[src/rtl/vfpu_ctrl_package.sv]
// ============================================================================
// Module      : vfpu_ctrl_package
// Description : Shared types and default sizes for the VFPU job sequencer.
// Revision    : 1.0 - initial release
// ============================================================================
`default_nettype none

package vfpu_ctrl_package;

    localparam int unsigned NB_OPERANDS_DEF = 2;
    localparam int unsigned NB_STREAMS      = NB_OPERANDS_DEF + 1;
    localparam int unsigned ADDR_WIDTH_DEF  = 32;

    typedef enum logic [2:0] {
        SEQ_IDLE   = 3'd0,
        SEQ_LAUNCH = 3'd1,
        SEQ_RUN    = 3'd2,
        SEQ_NEXT   = 3'd3,
        SEQ_FINISH = 3'd4
    } vfpu_seq_state_t;

    // One base address per stream; index NB_STREAMS-1 is the sink.
    typedef logic [NB_STREAMS-1:0][ADDR_WIDTH_DEF-1:0] stream_addr_array_t;

endpackage

`default_nettype wire

[src/rtl/vfpu_job_sequencer_if.sv]
// ============================================================================
// Module      : vfpu_job_sequencer_if
// Description : Control/streamer bundle around the VFPU job sequencer.
//               master = controller and streamers, slave = the sequencer.
// Revision    : 1.0 - initial release
// ============================================================================
`default_nettype none

interface vfpu_job_sequencer_if #(
    parameter int unsigned NB_OPERANDS   = 2,
    parameter int unsigned ADDR_WIDTH    = 32,
    parameter int unsigned ITER_WIDTH    = 16,
    parameter int unsigned TIMEOUT_WIDTH = 32
);
    localparam int unsigned N_STREAMS = NB_OPERANDS + 1;

    logic                                 clear_i;
    logic                                 start_i;
    logic [ITER_WIDTH-1:0]                n_iter_i;
    logic [31:0]                          trans_size_i;
    logic [TIMEOUT_WIDTH-1:0]             timeout_i;
    logic [N_STREAMS-1:0][ADDR_WIDTH-1:0] base_addr_i;
    logic [N_STREAMS-1:0][ADDR_WIDTH-1:0] iter_stride_i;
    logic [N_STREAMS-1:0]                 stream_done_i;
    logic [N_STREAMS-1:0]                 stream_req_start_o;
    logic [N_STREAMS-1:0][ADDR_WIDTH-1:0] stream_base_addr_o;
    logic [31:0]                          trans_size_o;
    logic                                 busy_o;
    logic                                 done_o;
    logic                                 error_o;
    logic [ITER_WIDTH-1:0]                iter_cnt_o;

    modport master (
        output clear_i, start_i, n_iter_i, trans_size_i, timeout_i,
               base_addr_i, iter_stride_i, stream_done_i,
        input  stream_req_start_o, stream_base_addr_o, trans_size_o,
               busy_o, done_o, error_o, iter_cnt_o
    );

    modport slave (
        input  clear_i, start_i, n_iter_i, trans_size_i, timeout_i,
               base_addr_i, iter_stride_i, stream_done_i,
        output stream_req_start_o, stream_base_addr_o, trans_size_o,
               busy_o, done_o, error_o, iter_cnt_o
    );

endinterface

`default_nettype wire

[src/rtl/vfpu_seq_watchdog.sv]
// ============================================================================
// Module      : vfpu_seq_watchdog
// Description : Cycle counter that flags when it reaches limit-1 while
//               enabled. A limit of zero disables the hit output.
// Revision    : 1.0 - initial release
// ============================================================================
`default_nettype none

module vfpu_seq_watchdog #(
    parameter int unsigned WIDTH = 32
) (
    input  wire logic             clk_i,
    input  wire logic             rst_ni,
    input  wire logic             clear,
    input  wire logic             enable,
    input  wire logic [WIDTH-1:0] limit,
    output logic                  hit
);

    logic [WIDTH-1:0] count;

    // Count enabled cycles; clear wins over enable.
    always_ff @(posedge clk_i or negedge rst_ni) begin
        if (!rst_ni) begin
            count <= '0;
        end else if (clear) begin
            count <= '0;
        end else if (enable) begin
            count <= count + WIDTH'(1);
        end
    end

    // Hit on the cycle the count equals limit-1, so the limit-th enabled
    // cycle is the last one spent counting.
    assign hit = enable && (limit != '0) && (count == limit - WIDTH'(1));

endmodule

`default_nettype wire

[src/rtl/vfpu_job_sequencer.sv]
// ============================================================================
// Module      : vfpu_job_sequencer
// Description : Launches all source/sink streams, waits for every done,
//               strides the base addresses and repeats n_iter times, with a
//               watchdog reporting stuck iterations.
// Revision    : 1.0 - initial release
// ============================================================================
`default_nettype none

module vfpu_job_sequencer
    import vfpu_ctrl_package::*;
#(
    parameter int unsigned NB_OPERANDS   = NB_STREAMS - 1,
    parameter int unsigned ADDR_WIDTH    = ADDR_WIDTH_DEF,
    parameter int unsigned ITER_WIDTH    = 16,
    parameter int unsigned TIMEOUT_WIDTH = 32
) (
    input wire logic            clk_i,
    input wire logic            rst_ni,
    vfpu_job_sequencer_if.slave bus
);

    localparam int unsigned N_STREAMS = NB_OPERANDS + 1;

    vfpu_seq_state_t                      state;
    logic [ITER_WIDTH-1:0]                n_iter;
    logic [ITER_WIDTH-1:0]                iter_cnt;
    logic [TIMEOUT_WIDTH-1:0]             timeout;
    logic [31:0]                          trans_size;
    logic [N_STREAMS-1:0][ADDR_WIDTH-1:0] base;
    logic [N_STREAMS-1:0][ADDR_WIDTH-1:0] stride;
    logic [N_STREAMS-1:0][ADDR_WIDTH-1:0] base_next;
    logic [N_STREAMS-1:0]                 mask;
    logic [N_STREAMS-1:0]                 mask_next;
    logic [N_STREAMS-1:0]                 req_start;
    logic [ITER_WIDTH-1:0]                iter_next;
    logic                                 all_done;
    logic                                 busy;
    logic                                 done;
    logic                                 error;
    logic                                 wd_clear;
    logic                                 wd_enable;
    logic                                 wd_hit;

    // Dones arriving this cycle count immediately towards completion.
    assign mask_next = mask | bus.stream_done_i;
    assign all_done  = &mask_next;
    assign iter_next = iter_cnt + ITER_WIDTH'(1);
    assign wd_clear  = bus.clear_i || (state == SEQ_LAUNCH);
    assign wd_enable = (state == SEQ_RUN);

    // Per-stream address advance, wrapping modulo 2^ADDR_WIDTH.
    for (genvar g = 0; g < N_STREAMS; g++) begin : g_base_adv
        assign base_next[g] = base[g] + stride[g];
    end

    vfpu_seq_watchdog #(
        .WIDTH (TIMEOUT_WIDTH)
    ) u_watchdog (
        .clk_i  (clk_i),
        .rst_ni (rst_ni),
        .clear  (wd_clear),
        .enable (wd_enable),
        .limit  (timeout),
        .hit    (wd_hit)
    );

    // Job sequencing FSM; every output is a register updated with the state.
    always_ff @(posedge clk_i or negedge rst_ni) begin
        if (!rst_ni) begin
            state      <= SEQ_IDLE;
            n_iter     <= '0;
            iter_cnt   <= '0;
            timeout    <= '0;
            trans_size <= '0;
            base       <= '0;
            stride     <= '0;
            mask       <= '0;
            req_start  <= '0;
            busy       <= 1'b0;
            done       <= 1'b0;
            error      <= 1'b0;
        end else if (bus.clear_i) begin
            state      <= SEQ_IDLE;
            n_iter     <= '0;
            iter_cnt   <= '0;
            timeout    <= '0;
            trans_size <= '0;
            base       <= '0;
            stride     <= '0;
            mask       <= '0;
            req_start  <= '0;
            busy       <= 1'b0;
            done       <= 1'b0;
            error      <= 1'b0;
        end else begin
            req_start <= '0;
            done      <= 1'b0;
            case (state)
                SEQ_IDLE: begin
                    if (bus.start_i) begin
                        n_iter     <= bus.n_iter_i;
                        trans_size <= bus.trans_size_i;
                        timeout    <= bus.timeout_i;
                        base       <= bus.base_addr_i;
                        stride     <= bus.iter_stride_i;
                        iter_cnt   <= '0;
                        error      <= 1'b0;
                        busy       <= 1'b1;
                        if (bus.n_iter_i == '0) begin
                            state <= SEQ_FINISH;
                            done  <= 1'b1;
                        end else begin
                            state     <= SEQ_LAUNCH;
                            req_start <= '1;
                        end
                    end
                end
                SEQ_LAUNCH: begin
                    // Dones seen while the launch pulse is out are stale.
                    mask  <= '0;
                    state <= SEQ_RUN;
                end
                SEQ_RUN: begin
                    mask <= mask_next;
                    if (all_done) begin
                        state <= SEQ_NEXT;
                    end else if (wd_hit) begin
                        state <= SEQ_FINISH;
                        error <= 1'b1;
                        done  <= 1'b1;
                    end
                end
                SEQ_NEXT: begin
                    iter_cnt <= iter_next;
                    base     <= base_next;
                    if (iter_next == n_iter) begin
                        state <= SEQ_FINISH;
                        done  <= 1'b1;
                    end else begin
                        state     <= SEQ_LAUNCH;
                        req_start <= '1;
                    end
                end
                SEQ_FINISH: begin
                    state <= SEQ_IDLE;
                    busy  <= 1'b0;
                end
                default: begin
                    state <= SEQ_IDLE;
                    busy  <= 1'b0;
                end
            endcase
        end
    end

    assign bus.stream_req_start_o = req_start;
    assign bus.stream_base_addr_o = base;
    assign bus.trans_size_o       = trans_size;
    assign bus.busy_o             = busy;
    assign bus.done_o             = done;
    assign bus.error_o            = error;
    assign bus.iter_cnt_o         = iter_cnt;

endmodule

`default_nettype wire

[src/flat_wrapper.sv]
// flat-port wrapper written by rule: the top's interface ports become plain ports
module vfpu_job_sequencer_flat import vfpu_ctrl_package::*;
#(
    parameter int unsigned NB_OPERANDS   = NB_STREAMS - 1,
    parameter int unsigned ADDR_WIDTH    = ADDR_WIDTH_DEF,
    parameter int unsigned ITER_WIDTH    = 16,
    parameter int unsigned TIMEOUT_WIDTH = 32
)
  (clk_i, rst_ni, bus_clear_i, bus_start_i, bus_n_iter_i, bus_trans_size_i, bus_timeout_i, bus_base_addr_i, bus_iter_stride_i, bus_stream_done_i, bus_stream_req_start_o, bus_stream_base_addr_o, bus_trans_size_o, bus_busy_o, bus_done_o, bus_error_o, bus_iter_cnt_o);
  vfpu_job_sequencer_if #(.NB_OPERANDS(NB_OPERANDS), .ADDR_WIDTH(ADDR_WIDTH), .ITER_WIDTH(ITER_WIDTH), .TIMEOUT_WIDTH(TIMEOUT_WIDTH)) bus_i ();
  input wire logic clk_i;
  input wire logic rst_ni;
  input wire logic [$bits(bus_i.clear_i)-1:0] bus_clear_i;
  input wire logic [$bits(bus_i.start_i)-1:0] bus_start_i;
  input wire logic [$bits(bus_i.n_iter_i)-1:0] bus_n_iter_i;
  input wire logic [$bits(bus_i.trans_size_i)-1:0] bus_trans_size_i;
  input wire logic [$bits(bus_i.timeout_i)-1:0] bus_timeout_i;
  input wire logic [$bits(bus_i.base_addr_i)-1:0] bus_base_addr_i;
  input wire logic [$bits(bus_i.iter_stride_i)-1:0] bus_iter_stride_i;
  input wire logic [$bits(bus_i.stream_done_i)-1:0] bus_stream_done_i;
  output wire logic [$bits(bus_i.stream_req_start_o)-1:0] bus_stream_req_start_o;
  output wire logic [$bits(bus_i.stream_base_addr_o)-1:0] bus_stream_base_addr_o;
  output wire logic [$bits(bus_i.trans_size_o)-1:0] bus_trans_size_o;
  output wire logic [$bits(bus_i.busy_o)-1:0] bus_busy_o;
  output wire logic [$bits(bus_i.done_o)-1:0] bus_done_o;
  output wire logic [$bits(bus_i.error_o)-1:0] bus_error_o;
  output wire logic [$bits(bus_i.iter_cnt_o)-1:0] bus_iter_cnt_o;
  assign bus_i.clear_i = bus_clear_i;
  assign bus_i.start_i = bus_start_i;
  assign bus_i.n_iter_i = bus_n_iter_i;
  assign bus_i.trans_size_i = bus_trans_size_i;
  assign bus_i.timeout_i = bus_timeout_i;
  assign bus_i.base_addr_i = bus_base_addr_i;
  assign bus_i.iter_stride_i = bus_iter_stride_i;
  assign bus_i.stream_done_i = bus_stream_done_i;
  assign bus_stream_req_start_o = bus_i.stream_req_start_o;
  assign bus_stream_base_addr_o = bus_i.stream_base_addr_o;
  assign bus_trans_size_o = bus_i.trans_size_o;
  assign bus_busy_o = bus_i.busy_o;
  assign bus_done_o = bus_i.done_o;
  assign bus_error_o = bus_i.error_o;
  assign bus_iter_cnt_o = bus_i.iter_cnt_o;
  vfpu_job_sequencer #(.NB_OPERANDS(NB_OPERANDS), .ADDR_WIDTH(ADDR_WIDTH), .ITER_WIDTH(ITER_WIDTH), .TIMEOUT_WIDTH(TIMEOUT_WIDTH)) u_core (.clk_i(clk_i), .rst_ni(rst_ni), .bus(bus_i));
endmodule
[config.mk]
export PLATFORM = sky130hd
export DESIGN_NAME = vfpu_job_sequencer_flat
export DESIGN_NICKNAME = d
export VERILOG_FILES = /design/src/rtl/vfpu_ctrl_package.sv /design/src/rtl/vfpu_job_sequencer_if.sv /design/src/rtl/vfpu_seq_watchdog.sv /design/src/rtl/vfpu_job_sequencer.sv /design/src/flat_wrapper.sv
export SDC_FILE = /design/constraint.sdc
export NUM_CORES = 1
export LEC_CHECK = 0
export CORE_MARGIN = 5
export CORE_UTILIZATION = 30
export DETAILED_ROUTE_END_ITERATION = 10
export GPL_TIMING_DRIVEN = 0
export PLACE_DENSITY = 0.54
export SLEW_MARGIN = 20
export SYNTH_ARGS = -nofsm -noshare
export SYNTH_HDL_FRONTEND = slang
export SYNTH_SLANG_ARGS = --single-unit
[constraint.sdc]
create_clock -name clk_i -period 4 [get_ports clk_i]
set_input_delay 1.2 -clock clk_i [delete_from_list [all_inputs] [get_ports clk_i]]
set_output_delay 1.2 -clock clk_i [all_outputs]
set_load 0.01 [all_outputs]
After elaboration in Yosys (flattened, before gate mapping)
Index checks and enable logic that the tools add are counted.

Word-level logic and storage cells: 102. Bits of input ports: 279. Flip-flop bits (word level): 332. Output and inout port bits: 150.

Bitwise logic cells: 1. Add/sub/neg operators: 6. Equal/unequal tests: 10. Muxes and demuxes: 49. Reductions and logical operators: 19.

Operator list (number): $mux 96 (5); $mux 32 (8); $pmux 96 s2 (1); $add 32x32->32 (3); $mux 16 (5); $mux 3 (11); $add 32x1->32 const B (1); $eq 32x32->1 (1); $pmux 16 s2 (1); $reduce_bool 32->1 (1); $sub 32x1->32 const B (1); $add 16x1->16 const B (1); $eq 16x16->1 (1); $logic_not 16->1 (1); $mux 1 (12); $pmux 3 s2 (2); $pmux 3 s4 (1); $reduce_bool 3->1 (3); $reduce_and 2->1 (4); $eq 3x2->1 const B (2); $ne 3x3->1 const B (2); $reduce_bool 2->1 (3); $ne 4x2->1 const B (1); $pmux 1 s2 (2); 11 further kinds (12).

Longest topological paths before layout
Gate-level depths: netlist of run 1.

Depth after elaboration: 7. Depth in mapped cells: 13. Mapped depth without buffers: 13.

Hierarchy
A second synthesis of run 1 with hierarchy kept.

Cell total of the unflattened synthesis: 2081. Area total of the unflattened synthesis: 19331.0 sq um.

By module, submodules not included: vfpu_job_sequencer (seq. area each 7457.2 sq um, area an instance 16485.8 sq um, cells an instance 1730, instances 1); vfpu_seq_watchdog (seq. area each 800.8 sq um, area an instance 2845.2 sq um, cells an instance 351, instances 1).

Worst setup path after synthesis of run 1
OpenSTA, ideal clock, no wires.

Path type: reg-to-reg. Start: register u_core.timeout[0]. End: register u_core.state[1]. Cell stages (with the launch flop): 13. Setup time: 0.119 ns. Data required time: 3.881 ns. Buffers on the path: 0. Clock period less this slack: 3.175 ns. Slack: 0.825 ns. Data arrival time: 3.056 ns. Cells stage by stage: dfrtp_1 > inv_1 > ha_1 > or3b_2 > nor3_1 > nand2_1 > or3_1 > o21ai_0 > nand2_1 > nor3_1 > nand4_1 > o41a_1 > o21a_1.

Longest elaborated chain between the ends: 5. Elaborated cells between the ends (all ways): 7. Those cells by class: 1 x add/sub; 2 x eq/ne; 4 x reduce/logical.

Ends and longest elaborated chain: start: declaration (RTL line vfpu_job_sequencer.sv:28) `logic [TIMEOUT_WIDTH-1:0] timeout;`; start signal: assignment (RTL line vfpu_job_sequencer.sv:104) `timeout <= bus.timeout_i;`; $sub 32x1->32 or $reduce_bool 32->1 (tied branches) (RTL line vfpu_seq_watchdog.sv:35) `assign hit = enable && (limit != '0) && (count == limit - WIDTH'(1));`; $eq 32x32->1 or $logic_and 1x1->1 (tied branches) (RTL line vfpu_seq_watchdog.sv:35); $logic_and 1x1->1 (*) (RTL line vfpu_seq_watchdog.sv:35); $ne 4x2->1 (no source line) (*); $reduce_and 2->1 (no source line) (*); end signal: assignment (RTL line vfpu_job_sequencer.sv:71) `state <= SEQ_IDLE;`; end signal: assignment (RTL line vfpu_job_sequencer.sv:84) `state <= SEQ_IDLE;`; end signal: assignment (RTL line vfpu_job_sequencer.sv:111) `state <= SEQ_FINISH;`; end: declaration (RTL line vfpu_job_sequencer.sv:25) `vfpu_seq_state_t state;`.

Mark *: on every way between the ends. The rest lies on a longest branch, timed or not. A chain may end at the register's enable or synchronous reset.

Final worst setup path of run 1
Same ends and word-level chain as after synthesis.

==> results.json, run 1 <==
{
  "status": "complete, no violations",
  "die_w_um": 264,
  "netlist_top_cells_count": "dfrtp_1 (330), nand2_1 (273), a21oi_1 (215)",
  "r2r_setup_slack_ns": 0.24,
  "reg2reg_to": "u_core.state[1]$_DFFE_PN0P_",
  "dp_hpwl_mm": 61.4,
  "grt_pass1_wl_mm": 117,
  "synth_edf_count": 0,
  "power.total_w": 0.00994,
  "relSlewSlack_pct": 23.4,
  "cts_setup_buffers": 0,
  "antenna_found_initial": 20,
  "fin_crit_sh_pct": 94.1,
  "worstMarginPinSlew_ns": 1.15,
  "synthFlopType": "dfrtp_1",
  "leakagePower_nw": 11.2,
  "final_area_um2": 26200,
  "vias": 18400,
  "drc": 0,
  "synth.distinct_cells": 78,
  "finalSetupViolations": 0,
  "drive_gt1_share_pct": 4.22,
  "layout.nets": 2956,
  "totalWireLength_mm": 78.4,
  "yosysTopAreaCellShare_pct": 42.8,
  "syn_nets": 2481,
  "fmax_mhz": 266,
  "synth.ff_latch_count": 330,
  "p_clk_share_pct": 40.1,
  "routabilityCongestion": 0.897,
  "grt_max_degree": 94,
  "grt_setup_unrepaired": "no",
  "cts.sinks": 330,
  "area_growth_pct": 36.0,
  "period_needed_ns": 3.76,
  "ir_worst_vdd_v": 0.000310,
  "hold_end": "u_core.mask[0]$_DFFE_PN0P_",
  "p_int_w": 0.00697,
  "grt.overflow.total": 0,
  "worstSetupPathType": "flop to flop",
  "worstHoldStart": "u_core.mask[0]$_DFFE_PN0P_",
  "core_um2": 64100,
  "viasPerCell": 5.31,
  "syn_inst": 2102,
  "drtIter0Drc": 1428,
  "postPlaceCellArea_um2": 24700,
  "die_area_um2": 69500,
  "cts-hold-fix-buffers": 0,
  "post-route-util_pct": 40.9,
  "setup.worst_path.start_class": "flop",
  "grt.total_usage_pct": 21.7,
  "r2r_start": "u_core.timeout[0]$_DFFE_PN0P_",
  "synth_area_um2": 19300,
  "combPwrFrac_pct": 21.9,
  "initial_utilization_pct": 30.1,
  "clkTransAtPathRegs_ns": 0.06,
  "r2r_cells": 12,
  "ios": 429,
  "hold_path.class": "flop to flop",
  "insertion_delay_ns": 0.57,
  "cp-end-kind": "flop",
  "yosysSeqAreaShare_pct": 42.8,
  "max_cap_viol_count": 0,
  "synth_area_per_cell_um2": 9.18,
  "clock_skew_ns": 0.0236,
  "yosys-top-cells-area": "dfrtp_1 (43%), ha_1 (6.3%), a21oi_1 (5.6%), nand2_1 (5.3%), a22o_1 (4.6%)",
  "synth_most_common_cell": "dfrtp_1",
  "worst-path-max-fanout": 8,
  "cts_tree": "built",
  "swShare_pct": 29.9,
  "clock_path_buffers": 3,
  "critical_path_required_ns": 4.45,
  "yosysWarnings": 0,
  "synth_area_leader_cell": "dfrtp_1",
  "final_max_slew_viol_count": 0,
  "worstPathArrival_ns": 4.21,
  "cts_made_buffers": 42,
  "drt_first_pass_iters": 5,
  "hold_viol": 0,
  "rows": 93,
  "grt_pass1_vias": 19000,
  "fillers": 6313,
  "synthArstFlopShare_pct": 100,
  "worstHoldPathCells": 2,
  "p_switching_w": 0.00297,
  "p_seq_share_pct": 38.0,
  "wl_per_cell_um": 22.6,
  "die_h_um": 264,
  "cts_max_level": 2,
  "root_buffer": "clkbuf_16",
  "port_buffers": 427,
  "p_per_area_nw_per_um2": 379,
  "fin_hold_ws_ns": 0.504,
  "ant_nets": 0
}
==> per-layer routing <==
metal | vias up | wire [um] | global-route usage [%]
met5 | - | 161 | 0
met4 | 24 | 2360 | 6.47
met3 | 139 | 5450 | 5.94
met2 | 559 | 37400 | 36.6
met1 | 9009 | 33000 | 27.3
li1 | 8692 | - | -
==> power by group through the flow <==
| stage | Clock, W | Combinational (W) | Sequential [W] |
|---|---|---|---|
| CTS | 0.00410 | 0.00218 | 0.00378 |
| finish | 0.00398 | 0.00217 | 0.00378 |
| detailed placement | 0 | 0.00217 | 0.00383 |
| global route | 0.00423 | 0.00238 | 0.00380 |
| floorplan | 0 | 0.00110 | 0.00380 |
| global placement | 0 | 0.00213 | 0.00384 |
==> placed cells by master (no fill, tap or decap), types with 47 or more instances in the layout <==
cell,netlist,final
xor2_1,82,82
ha_1,97,97
a22oi_1,73,73
o22ai_1,47,47
dfrtp_1,330,330
clkbuf_1,109,112
a22o_1,102,102
clkdlybuf4s50_1,0,426
o21ai_0,119,119
a21oi_1,215,215
nor2_1,108,108
xnor2_1,75,75
nand2_1,273,272
==> critical path: stages, from the launching register on <==
cell,delay [ns]
dfrtp_1,0.44
inv_1,0.10
ha_1,0.21
or3b_2,0.52
nor3_4,0.23
nand2_2,0.17
or3_1,0.37
xnor2_1,0.28
nand4_1,0.24
nor3_1,0.22
nand4_1,0.22
o41a_1,0.47
o21a_1,0.17
==> through the flow <==
stage / setup TNS (ns) / worst slack (ns) / std cells
floorplan: 0 / 0.825 / 2102
global placement: -4511.89 / -13.51 / 3384
detailed placement: -35.97 / -0.426 / 3388
CTS: 0 / 0.0131 / 3463
global route: 0 / 0.0570 / 3468
finish: 0 / 0.238 / 3471
==> how the worst max path moves through the flow <==
stage	end	startpoint	slack, ns
floorplan	u_core.state[1]$_DFFE_PN0P_	u_core.timeout[0]$_DFFE_PN0P_	0.82
global placement	u_core.stride[41]$_DFFE_PN0P_	rst_ni	-13.51
detailed placement	u_core.bus.stream_base_addr_o[25]$_DFFE_PN0P_	bus_start_i	-0.43
CTS	u_core.state[2]$_DFFE_PN0P_	u_core.timeout[0]$_DFFE_PN0P_	0.01
global route	u_core.state[1]$_DFFE_PN0P_	u_core.timeout[0]$_DFFE_PN0P_	0.06
finish	u_core.state[1]$_DFFE_PN0P_	u_core.timeout[0]$_DFFE_PN0P_	0.24
==> kinds of logic (layout without fill, tap and decap cells) <==
group,after synthesis,in the layout,synth area share [%]
xor gates and xnor gates,157,157,7.13
DFF,330,330,42.8
AOI/OAI and AO/OA,719,719,24.3
other,0,8,0
muxes,9,9,0.480
adders and majority gates,100,100,6.60
buffers and inverters,156,662,3.14
and+or+nand+nor,631,631,15.6
==> what timing repair did <==
| action | in CTS | in global routing |
|---|---|---|
| pin swaps | 0 | 1 |
| resized for setup | 1 | 7 |
| cloned | 0 | 0 |
| endpoints found under the setup margin | 4 | 6 |
==> registers in the layout, summed over array words and instances (netlist names) <==
register	count
u_core.bus.stream_base_addr_o	96
u_core.stride	96
u_core.bus.trans_size_o	32
u_core.timeout	32
u_core.u_watchdog.count	32
u_core.bus.iter_cnt_o	16
u_core.n_iter	16
u_core.mask	3
u_core.state	3
u_core.bus.busy_o	1
u_core.bus.done_o	1
u_core.bus.error_o	1
u_core.bus.stream_req_start_o	1
==> layout make-up <==
class / instances / area, um2 / share of cell area (%)
diodes: 8 / 20.0 / 0.0763
plain buffers: 121 / 477 / 1.82
clock buffers: 55 / 1190 / 4.54
clock inverters: 20 / 246 / 0.940
inverters: 35 / 131 / 0.501
multi-input cells: 1616 / 10500 / 39.9
flip-flops and latches: 330 / 8260 / 31.5
well taps: 855 / 1070 / 4.08
repair buffers: 431 / 4380 / 16.7
No activity file was read; power rests on OpenSTA's default activity.
==> run 2, diff against run 1 <==
- RECOVER_POWER: default -> 25
==> run 2 against run 1 <==
The run now ends with capacitance limit, slew limit left. Final area decreased by 0.11%. Core utilization about the same. Maximum frequency decreased by 0.92%. Clock skew barely moved. Non-clock buffer count stayed put. Critical path depth decreased by 5. Worst hold slack barely moved. First-iteration DRC count shrank 1.5%. Clock-buffer cell count stayed put. Highest routed layer unchanged.
==> results.json, run 2 (synthesis gave the netlist of run 1 again) <==
{
  "max_cap_viol_count": 1,
  "drtIter0Drc": 1406,
  "critical_path.top_delay_family": "buffers and inverters",
  "die_w_um": 264,
  "die_area_um2": 69500,
  "area_growth_pct": 35.8,
  "endpoint": "u_core.stride[59]$_DFFE_PN0P_",
  "reg2reg_to": "u_core.state[1]$_DFFE_PN0P_",
  "cts_setup_buffers": 0,
  "wl_per_cell_um": 22.6,
  "drive_gt1_share_pct": 4.22,
  "cts.sinks": 330,
  "worstHoldStart": "u_core.mask[0]$_DFFE_PN0P_",
  "antenna_found_initial": 20,
  "clock_skew_ns": 0.0231,
  "clock_path_buffers": 3,
  "ant_nets": 0,
  "grt_pass1_wl_mm": 117,
  "relSlewSlack_pct": -25.3,
  "r2r_setup_slack_ns": 0.22,
  "critical_path_required_ns": 4.50,
  "hold_viol": 0,
  "final_cell_mix": "clkdlybuf4s50_1 (426), dfrtp_1 (330), nand2_1 (272), a21oi_1 (215), o21ai_0 (119)",
  "grt.overflow.total": 0,
  "grt_pass1_vias": 19000,
  "dp_slack_ns": -0.426,
  "vias": 18500,
  "clkTransAtPathRegs_ns": 0.06,
  "viasPerCell": 5.34,
  "leakagePower_nw": 11.2,
  "p_per_area_nw_per_um2": 379,
  "period_needed_ns": 3.80,
  "failed_checks": "capacitance limit, slew limit",
  "totalWireLength_mm": 78.5,
  "r2r_cells": 12,
  "final_common_cell": "clkdlybuf4s50_1",
  "grt_setup_unrepaired": "no",
  "worst-path-max-fanout": 10,
  "crit_chain": "clkdlybuf4s50_1 > nand2_1 > nor2_1 > nor2_1 > clkbuf_2 > clkbuf_1 > a22o_1",
  "status": "finished, violations left",
  "final_max_slew_viol_count": 63,
  "post-route-util_pct": 40.9,
  "hold_path.class": "flop to flop",
  "cp_num_cells": 7,
  "fin_crit_sh_pct": 94.9,
  "layout.nets": 2956,
  "finalSetupViolations": 0,
  "setup.worst_path.start_class": "input port",
  "ir_worst_vdd_v": 0.000310,
  "worstMarginPinSlew_ns": 1.88,
  "critPathMaxStageDelay_ns": 0.89,
  "core_um2": 64100,
  "dp_hpwl_mm": 61.4,
  "drt_first_pass_iters": 5,
  "worstSetupPathType": "input port to flop",
  "worstPathArrival_ns": 4.29,
  "grt.total_usage_pct": 21.7,
  "root_buffer": "clkbuf_16",
  "cts_made_buffers": 42,
  "fillers": 6316,
  "cts_tree": "built",
  "initial_utilization_pct": 30.1,
  "fin_ws_ns": 0.203,
  "rows": 93,
  "insertion_delay_ns": 0.57,
  "timing.critical_path.from": "bus_start_i",
  "crit_path_top_delay_cell": "nor2_1",
  "routabilityCongestion": 0.897,
  "fin_hold_ws_ns": 0.505,
  "die_h_um": 264,
  "critPathMostFrequentCell": "nor2_1",
  "ios": 429,
  "r2r_start": "u_core.timeout[0]$_DFFE_PN0P_",
  "power.total_w": 0.00994,
  "cp-end-kind": "flop",
  "fmax_mhz": 263,
  "cts_max_level": 2,
  "drc": 0,
  "port_buffers": 427,
  "grt_max_degree": 94,
  "crit_buf_inv": 3,
  "cts-hold-fix-buffers": 0
}
## run 2: cell types whose count changed in the layout (fill, tap and decap cells not counted), sizes merged
cell,before,now
clkbuf,164,166
buf,17,15
## run 2: timing repair
action                                  4_1_cts  5_1_grt
resized for setup                             1        7
pin swaps                                     0        1
endpoints found under the setup margin        4        6
## run 2: how the worst min path moves through the flow
stage / end / slack, ns / cells past startpoint
floorplan: u_core.mask[1]$_DFFE_PN0P_ / 0.46 / 2
global placement: u_core.mask[2]$_DFFE_PN0P_ / 0.47 / 2
detailed placement: u_core.bus.trans_size_o[24]$_DFFE_PN0P_ / 0.49 / 1
CTS: u_core.mask[0]$_DFFE_PN0P_ / 0.51 / 2
global route: u_core.bus.trans_size_o[18]$_DFFE_PN0P_ / 0.52 / 1
finish: u_core.mask[0]$_DFFE_PN0P_ / 0.50 / 2
## run 2: stage by stage
stage,instance area (um2),TNS [ns],instances
after CTS,26200,0,3463
after detailed placement,24700,-35.97,3388
after global routing,26200,0,3468
final,26200,0,3471
after global placement,24600,-4511.89,3384
after floorplan,19300,0,2102
## run 2: final cells by class
type                            count  area (um2)  share of cell area [%]
Antenna cell                        8        20.0                  0.0764
Buffer                            121         477                    1.82
Clock buffer                       55        1190                    4.55
Clock inverter                     20         246                   0.941
Inverter                           35         131                   0.501
Multi-Input combinational cell   1616       10500                    39.9
Sequential cell                   330        8260                    31.5
Tap cell                          855        1070                    4.08
Timing Repair Buffer              431        4350                    16.6
## run 2: layer usage
| metal | part of all wire (%) | vias to the layer above | GRT usage (%) |
|---|---|---|---|
| met1 | 42 | 9070 | 27.3 |
| met2 | 48 | 617 | 36.6 |
| met5 | 0.21 | - | 0 |
| li1 | - | 8686 | - |
| met4 | 3.0 | 24 | 6.47 |
| met3 | 7.3 | 141 | 5.94 |
## run 2: power by group
part	internal (W)	switching, W
Combinational	0.000995	0.00118
Sequential	0.00356	0.000227
Clock	0.00242	0.00156
## run 2: worst min-delay path: cells and delay by family (launching register included)
family	cells	cell delay, ns
AND/OR/NAND/NOR	1	0.07
AO/OA/AOI/OAI	1	0.05
flip-flops	1	0.35
==> run 3, diff against run 2 <==
- CORE_MARGIN: 5 -> default
==> run 3 against run 2 <==
The run still ends with capacitance limit, slew limit left. Core utilization is 0.32 points higher. Final cell count shrank 0.29%. Setup slack improved by 0.042 ns. Critical path depth up 5. Flip-flop and latch count unchanged.
==> results.json, run 3 (synthesis gave the netlist of run 1 again) <==
{
  "status": "finished, violations left",
  "failed_checks": "capacitance limit, slew limit",
  "initial_utilization_pct": 30.5,
  "grt_setup_unrepaired": "no",
  "clock_path_buffers": 3,
  "fin_crit_sh_pct": 93.9,
  "drt-met1-wl_mm": 33.7,
  "cts_made_buffers": 44,
  "drt_first_pass_iters": 5,
  "timing.critical_path.from": "u_core.timeout[0]$_DFFE_PN0P_",
  "wl_per_cell_um": 22.7,
  "fin_cells": 3461,
  "layout.nets": 2959,
  "clock_skew_ns": 0.0217,
  "area_growth_pct": 35.2,
  "combPwrFrac_pct": 22.4,
  "worst-path-max-fanout": 8,
  "final_area_um2": 26100,
  "drc": 0,
  "core_um2": 63300,
  "p_int_w": 0.00675,
  "rows": 92,
  "postPlaceCellArea_um2": 24800,
  "routabilityCongestion": 0.890,
  "cp-end-kind": "flop",
  "cts.sinks": 330,
  "p_seq_share_pct": 38.9,
  "final_common_cell": "clkdlybuf4s50_1",
  "critical_path_required_ns": 4.46,
  "grt_pass1_vias": 18900,
  "drive_gt1_share_pct": 3.72,
  "die_h_um": 256,
  "grt_max_degree": 92,
  "hold_path.class": "flop to flop",
  "placed_cells": 3380,
  "relSlewSlack_pct": -46.9,
  "worstHoldStart": "u_core.bus.trans_size_o[25]$_DFFE_PN0P_",
  "fmax_mhz": 266,
  "cts_setup_buffers": 0,
  "ios": 429,
  "cts-hold-fix-buffers": 0,
  "die_area_um2": 65300,
  "clkTransAtPathRegs_ns": 0.05,
  "p_clk_share_pct": 38.7,
  "top_layer_used": "met5",
  "finalSetupViolations": 0,
  "hold_viol": 0,
  "period_needed_ns": 3.75,
  "insertion_delay_ns": 0.58,
  "wl_met3_mm": 5.36,
  "setup.worst_path.start_class": "flop",
  "drtIter0Drc": 1259,
  "viasPerCell": 5.37,
  "r2r_start": "u_core.timeout[0]$_DFFE_PN0P_",
  "dp_hpwl_mm": 60.8,
  "p_switching_w": 0.00297,
  "port_buffers": 427,
  "vias": 18600,
  "routed-wl-met2_mm": 37.3,
  "grt_pass1_wl_mm": 117,
  "worstSetupPathType": "flop to flop",
  "max_cap_viol_count": 2,
  "ir_worst_vdd_v": 0.000257,
  "worstPathArrival_ns": 4.22,
  "swShare_pct": 30.6,
  "ant_nets": 0,
  "cts_max_level": 2,
  "die_w_um": 256,
  "grt.overflow.total": 0,
  "totalWireLength_mm": 78.5,
  "grt.total_usage_pct": 23.5,
  "antenna_found_initial": 18,
  "cts_tree": "built",
  "final_max_slew_viol_count": 173,
  "leakagePower_nw": 11.1,
  "p_per_area_nw_per_um2": 373,
  "root_buffer": "clkbuf_16",
  "final_cell_mix": "clkdlybuf4s50_1 (426), dfrtp_1 (330), nand2_1 (272), a21oi_1 (215), clkbuf_1 (123)",
  "worstMarginPinSlew_ns": 2.20,
  "fillers": 6296
}
[run 3: worst max-delay path: stages, from the launching register on]
cell,delay [ns]
dfrtp_1,0.44
inv_1,0.11
ha_1,0.21
or3b_2,0.50
nor3_2,0.31
nand2_2,0.19
or3_1,0.36
xnor2_1,0.29
nand4_1,0.18
nor3_1,0.17
nand4_1,0.22
o41a_1,0.48
o21a_1,0.18
[run 3: power by group through the flow]
stage,logic (W),registers (W),clock network (W)
6_report,0.00218,0.00378,0.00376
5_1_grt,0.00237,0.00381,0.00398
4_1_cts,0.00218,0.00378,0.00386
3_5_place_dp,0.00217,0.00383,0
3_3_place_gp,0.00213,0.00384,0
2_1_floorplan,0.00110,0.00380,0
[run 3: through the flow]
stage	TNS [ns]	total power (W)	util [%]	hold slack, ns	worst slack (ns)
6_report	0	0.00972	41.2	0.504	0.245
4_1_cts	0	0.00983	41.2	0.414	0.000720
3_3_place_gp	-4526.96	0.00597	38.9	0.476	-13.56
2_1_floorplan	0	0.00490	-	0.463	0.825
3_5_place_dp	-12.33	0.00601	39.1	0.494	-0.446
5_1_grt	0	0.0102	41.2	0.522	0.0256
[run 3: final timing paths]
kind                                                            to  slack (ns)  depth (start not counted)
setup / recovery                       u_core.state[1]$_DFFE_PN0P_        0.25                         12
hold / removal             u_core.bus.trans_size_o[25]$_DFFE_PN0P_        0.50                          1
setup reg to reg                       u_core.state[1]$_DFFE_PN0P_        0.25                         12
hold reg to reg            u_core.bus.trans_size_o[25]$_DFFE_PN0P_        0.50                          1
max in group asynchronous            u_core.stride[41]$_DFFE_PN0P_        0.65                          3
min in group asynchronous            u_core.timeout[8]$_DFFE_PN0P_        0.70                          1
[run 3: cell type report]
class / count / area, um2 / share of cell area (%)
inverters: 35 / 131 / 0.504
multi-input cells: 1616 / 10500 / 40.1
plain buffers: 121 / 475 / 1.82
clock inverters: 5 / 41.3 / 0.158
flip-flops and latches: 330 / 8260 / 31.7
well taps: 846 / 1060 / 4.06
repair buffers: 432 / 4340 / 16.7
clock buffers: 66 / 1290 / 4.93
diodes: 10 / 25.0 / 0.0960
[run 3: timing repair]
| action | in CTS | in global routing |
|---|---|---|
| endpoints found under the hold margin | 0 | 0 |
| gates resized for setup | 0 | 4 |
| endpoints found under the setup margin | 0 | 5 |
[run 3: routing by layer]
metal / GRT usage, % / up-vias
met2: 39.1 / 583
met4: 7.19 / 20
met1: 30.0 / 9174
met5: 0 / -
li1: - / 8682
met3: 5.63 / 125
